$ cat src/rtl/pipeline_ctrl_pkg.sv
// Shared types and defaults for the pipeline hazard/flush controller.
package pipeline_ctrl_pkg;

    localparam int CNT_WIDTH_DEFAULT = 32;

    typedef enum logic [1:0] {
        FLUSH_ALL = 2'd0,
        RUN       = 2'd1,
        FLUSH_BR  = 2'd2,
        FLUSH_LU  = 2'd3
    } state_e;

endpackage

$ cat src/rtl/sat_counter.sv
// Event counter that sticks at all-ones instead of wrapping.
module sat_counter
    import pipeline_ctrl_pkg::*;
#(
    parameter int WIDTH = CNT_WIDTH_DEFAULT
) (
    input  logic             clk,
    input  logic             rst_n,
    input  logic             inc,
    output logic [WIDTH-1:0] count
);

    localparam logic [WIDTH-1:0] ONE = {{(WIDTH-1){1'b0}}, 1'b1};

    always_ff @(posedge clk or negedge rst_n) begin
        if (!rst_n) begin
            count <= '0;
        end else if (inc && (count != '1)) begin
            count <= count + ONE;
        end
    end

endmodule

$ cat src/rtl/pipeline_ctrl.sv
// Pipeline hazard controller: stage load enables, registered flush pulses
// and stall/flush performance counters.
module pipeline_ctrl
    import pipeline_ctrl_pkg::*;
#(
    parameter int CNT_WIDTH = CNT_WIDTH_DEFAULT
) (
    input  logic                 clk,
    input  logic                 rst_n,
    input  logic                 imem_req,
    input  logic                 imem_resp,
    input  logic                 dmem_req,
    input  logic                 dmem_resp,
    input  logic                 load_use,
    input  logic                 redirect,
    output logic                 load_pc,
    output logic                 load_if_id,
    output logic                 load_id_ex,
    output logic                 load_ex_mem,
    output logic                 load_mem_wb,
    output logic                 flush_if_id,
    output logic                 flush_id_ex,
    output logic                 flush_ex_mem,
    output logic                 flush_mem_wb,
    output logic [CNT_WIDTH-1:0] stall_count,
    output logic [CNT_WIDTH-1:0] flush_count
);

    state_e state;
    logic   mem_stall;
    logic   take_br;
    logic   take_lu;

    assign mem_stall = (imem_req & ~imem_resp) | (dmem_req & ~dmem_resp);

    // Hazards are only acted on from RUN and only when memory is not stalling.
    assign take_br = (state == RUN) && !mem_stall && redirect;
    assign take_lu = (state == RUN) && !mem_stall && !redirect && load_use;

    always_comb begin
        load_pc     = 1'b0;
        load_if_id  = 1'b0;
        load_id_ex  = 1'b0;
        load_ex_mem = 1'b0;
        load_mem_wb = 1'b0;
        case (state)
            RUN: begin
                if (!mem_stall) begin
                    load_ex_mem = 1'b1;
                    load_mem_wb = 1'b1;
                    if (!take_lu) begin
                        load_pc    = 1'b1;
                        load_if_id = 1'b1;
                        load_id_ex = 1'b1;
                    end
                end
            end
            FLUSH_BR, FLUSH_LU: begin
                // Front end stays frozen while its registers are being cleared.
                load_ex_mem = !mem_stall;
                load_mem_wb = !mem_stall;
            end
            default: ;
        endcase
    end

    always_ff @(posedge clk or negedge rst_n) begin
        if (!rst_n) begin
            state        <= FLUSH_ALL;
            flush_if_id  <= 1'b1;
            flush_id_ex  <= 1'b1;
            flush_ex_mem <= 1'b1;
            flush_mem_wb <= 1'b1;
        end else begin
            flush_if_id  <= 1'b0;
            flush_id_ex  <= 1'b0;
            flush_ex_mem <= 1'b0;
            flush_mem_wb <= 1'b0;
            case (state)
                FLUSH_ALL: state <= RUN;
                RUN: begin
                    if (take_br) begin
                        state       <= FLUSH_BR;
                        flush_if_id <= 1'b1;
                        flush_id_ex <= 1'b1;
                    end else if (take_lu) begin
                        state       <= FLUSH_LU;
                        flush_id_ex <= 1'b1;
                    end
                end
                default: state <= RUN;
            endcase
        end
    end

    sat_counter #(.WIDTH(CNT_WIDTH)) u_stall_cnt (
        .clk   (clk),
        .rst_n (rst_n),
        .inc   (mem_stall && (state != FLUSH_ALL)),
        .count (stall_count)
    );

    sat_counter #(.WIDTH(CNT_WIDTH)) u_flush_cnt (
        .clk   (clk),
        .rst_n (rst_n),
        .inc   (take_br),
        .count (flush_count)
    );

endmodule
$ cat config.mk
export PLATFORM = sky130hd
export DESIGN_NAME = pipeline_ctrl
export DESIGN_NICKNAME = d
export VERILOG_FILES = /design/src/rtl/pipeline_ctrl_pkg.sv /design/src/rtl/sat_counter.sv /design/src/rtl/pipeline_ctrl.sv
export SDC_FILE = /design/constraint.sdc
export NUM_CORES = 1
export LEC_CHECK = 0
export BUFFER_PORTS_ARGS = -buffer_cell sky130_fd_sc_hd__buf_2
export CAP_MARGIN = 15
export CORE_UTILIZATION = 48
export CTS_CLUSTER_SIZE = 20
export DETAILED_ROUTE_END_ITERATION = 8
export PLACE_DENSITY = 0.75
export SYNTH_ARGS = -nofsm -noshare
export SYNTH_HDL_FRONTEND = slang
export SYNTH_HIERARCHICAL = 1
export SYNTH_SLANG_ARGS = --single-unit
export TNS_END_PERCENT = 20
$ cat constraint.sdc
create_clock -name clk -period 2.15 [get_ports clk]
set_input_delay 0.1075 -clock clk [delete_from_list [all_inputs] [get_ports clk]]
set_output_delay 0.1075 -clock clk [all_outputs]
set_load 0.1 [all_outputs]
==> summary by stage <==
Route
The detailed router finished its first iteration with between 100 and 150 violations. After detailed routing, the average wire length per cell comes to about 15 um. In the routed design, unresolved DRC markers number 0. The ratio of routed vias to standard cells is roughly 5.4. The total via count after detailed routing is 2792. Before antenna repair, the detailed router went through 4 iterations. The count of nets left with antenna violations once routing finished came out at 0. The wire length after detailed routing is 7730 um.

Die
After floorplanning, the core was divided into 30 placement rows. The die is a little under 90 um tall. The core box area is between 6000 and 7000 um^2.

In this run the count of I/O pins placed on the die edge is a little over 80. The initial utilization of the core area, before any placement, comes to 0.501. The floorplan step defined a die boundary enclosing about 7500 um^2. The floorplan die width is 86.5 um.

CTS
The longest clock path from root to sink contains 2 buffers. The clock slew seen by the registers of the worst setup and hold paths is 80 ps. Clock tree synthesis found a total of 69 sinks. The clock tree from TritonCTS is built. The cell sitting at the root of the clock tree is a clkbuf_8. TritonCTS created 9 clock buffers.

Clock latency on the worst-skew pair, taken at its later pin, is approximately 340 ps. The H-tree was split into 3 levels.

Setup path
The slowest stage of the critical path is the or4_4 cell. The worst register-to-register path ends at u_flush_cnt/count[22]. The kind of launch point of the worst setup path is a flip-flop.

In this run the critical register-to-register path is launched from u_flush_cnt/count[10]. The flop-to-flop setup slack is just under 70 ps. Broken down by cell family, the worst path's largest delay share belongs to simple AND/OR/NAND/NOR gates.

The type of the worst setup path is flip-flop to flip-flop. The top fanout value on the critical path is 5. The delay of the slowest critical-path stage is around 590 ps. The number of buffers and inverters on the critical path is 0. For the worst flop-to-flop path, the logic depth is 5.

The worst endpoint data arrival time is 2340 ps. The endpoint type of the worst setup path is a flip-flop. In this run the number of cells on the critical path is 5. For the worst setup path, the data required time is ~2400 ps. The signal on the critical path passes through nand3_2 -> or4_4 -> or3_4 -> nor3_1 -> xor2_1.

Synthesis
A synthesized cell averages 10.8 um^2. Counting every net in the synthesized netlist gives between 300 and 400. The most used flip-flop cell after synthesis is dfrtp_1. Yosys printed 6 warnings. The netlist area before placement is 3420 um^2. The register bit total from synthesis is between 60 and 70. The number of distinct library cells after synthesis is 46. Counting flops with an async set or reset pin after synthesis yields a share of 1.00. The share of the Yosys chip area taken by registers is 0.505. The number of synthesized flops with an enable pin is 0. In the synthesized netlist, the number of instances is 317.

Power and ir drop
Power spread over the standard cell area amounts to 935 nW/um^2. The maximum VDD drop is slightly above 0.001 V. The cell leakage power is roughly 2.0 nW.

Global route
Entering global routing, the biggest net connects just under 60 pins. The number of antenna violations at the first check in global routing is 0. The total overflow left after global routing is 0. The number of global-route vias before repair was 2627. The combined global-route utilization of all metal layers is 0.219. The global-route wire length before repair is 12600 um.

Cells and area
After the last flow step, the layout net total stands at around 430. The layout overhead on the synthesized area is 29.2%. 0 antenna diodes ended up in the layout. In the final layout, the share of cells above drive strength 1 is 0.473. The finished cells cover about 4400 um^2.

Min path
The startpoint identified for the worst hold timing path is redirect. The instance count along the most critical hold path is 3. The worst hold path class is input port to flip-flop. The endpoint of the worst hold-timing path is flush_id_ex.

Timing
Setup repair after global routing left no endpoint under its margin. The final setup violation count is 0. The total count of max-transition violations in the final report is 0. The clock period minus worst slack is around 2100 ps. Derived from the worst setup path, the maximum achievable clock frequency is ~0.48 GHz. At the pin with the least slew margin, the transition time is 582 ps. The worst slew margin relative to its limit is 0.608. The worst-case clock skew is 9.74 ps. The count of endpoints failing hold in the final timing report is 0.

The post-route worst hold slack is between 70 and 80 ps. The final critical-path share of the clock period is 0.968.

Place
The count of buffers added on input and output ports is 80. Routability-driven placement finished with a final weighted congestion of just under 0.9. The HPWL after detailed placement is 5470 um. The placed instances occupy a cell area of ~4200 um^2.

Run
The count of maximum capacitance violations is 0.

Status
The flow ran to the end, and the final reports show no timing, DRC or antenna violations.
worst min-delay path, cell delays in order:
cell	delay, ps
buf_2	100
nor2_1	140
nor4_1	60
placed cells by master, fill, tap and decap left out, drive strengths merged, types with 8 or more instances in the layout:
cell / Yosys / routed
buf: 8 / 99
clkbuf: 2 / 10
dfrtp: 66 / 66
nand2: 26 / 26
nand3: 26 / 26
nand4: 32 / 32
nor2: 23 / 23
nor3: 8 / 8
nor4: 14 / 14
xnor2: 43 / 43
xor2: 16 / 16
final cells by class:
cell class                 instances  area (um^2)
inverter                           6         22.5
timing repair buffer             100          566
fill                             556         2410
sequential                        69         1810
clock inverter                     6         62.6
clock buffer                      10          138
tap                               96          120
multi-input combinational        232         1700
cell families after synthesis:
family	Yosys count	share of synthesized area
adders and majority gates	2	0.00731
other	1	0.00110
DFF	69	0.505
xor gates and xnor gates	59	0.151
muxes	3	0.00986
AOI/OAI and AO/OA	15	0.0376
and+or+nand+nor	152	0.259
buffers and inverters	16	0.0289
synth_stat cells (2+ instances only):
cell type | n | area, um^2
nor4_1 | 12 | 75.1
nor2_1 | 23 | 86.3
dfstp_2 | 3 | 78.8
buf_4 | 4 | 30.0
nor3_2 | 2 | 20.0
dfrtp_1 | 66 | 1650
buf_6 | 3 | 33.8
mux2_2 | 2 | 22.5
inv_1 | 6 | 22.5
a21oi_1 | 5 | 25.0
nand4_1 | 30 | 188
ha_1 | 2 | 25.0
nor3_1 | 6 | 30.0
and3_1 | 3 | 18.8
or4_4 | 4 | 45.0
xnor2_1 | 43 | 377
nand3_1 | 25 | 125
and4_1 | 7 | 61.3
nand2_1 | 25 | 93.8
clkbuf_1 | 2 | 7.51
o211ai_1 | 2 | 15.0
xor2_1 | 16 | 140
nor2b_1 | 2 | 12.5
nand4_2 | 2 | 25.0
sequential cells by signal, summed over array words and instances, names as in the netlist:
register and cells:
flush_id_ex 1, state 2, u_flush_cnt/count 32, flush_if_id 1, u_stall_cnt/count 32, flush_mem_wb 1
metal layers:
metal,routed length (um),up-vias,track usage
li1,-,1347,-
met1,3480,1362,0.289
met2,3830,71,0.358
met3,327,12,0.0362
met4,105,0,0.0924
met5,0,-,0
metrics by stage:
step	utilization	cells	setup TNS (ps)	power, mW	worst slack [ps]
floorplan	-	317	-6040	2.80	-234
global route	0.647	519	0	4.31	2.29
CTS	0.639	516	0	4.15	0.212
detailed placement	0.608	499	0	3.08	30.8
finish	0.647	519	0	4.13	69.3
global placement	0.608	499	0	3.06	40.2
power by group:
| part | switching [mW] | internal, mW | total [mW] |
|---|---|---|---|
| logic | 1.21 | 0.267 | 1.47 |
| clock network | 0.496 | 0.565 | 1.06 |
| registers | 0.163 | 1.44 | 1.60 |
what timing repair did:
item,CTS,global route
buffers inserted,0,3
endpoints found under the hold margin,11,0
resized for setup,0,6
setup endpoints to repair,0,12
hold buffers,1,0
worst max path at each step:
stage                                      from               endpoint  slack, ps
after floorplan            u_flush_cnt/count[9]  u_flush_cnt/count[30]       -230
after CTS                 u_flush_cnt/count[10]  u_flush_cnt/count[26]        0.2
after detailed placement  u_flush_cnt/count[10]  u_flush_cnt/count[30]         30
after global placement                 state[1]  u_flush_cnt/count[30]         40
final                     u_flush_cnt/count[10]  u_flush_cnt/count[22]         70
after global routing      u_flush_cnt/count[10]  u_flush_cnt/count[20]          2
Power figures use the tool's default switching activity.
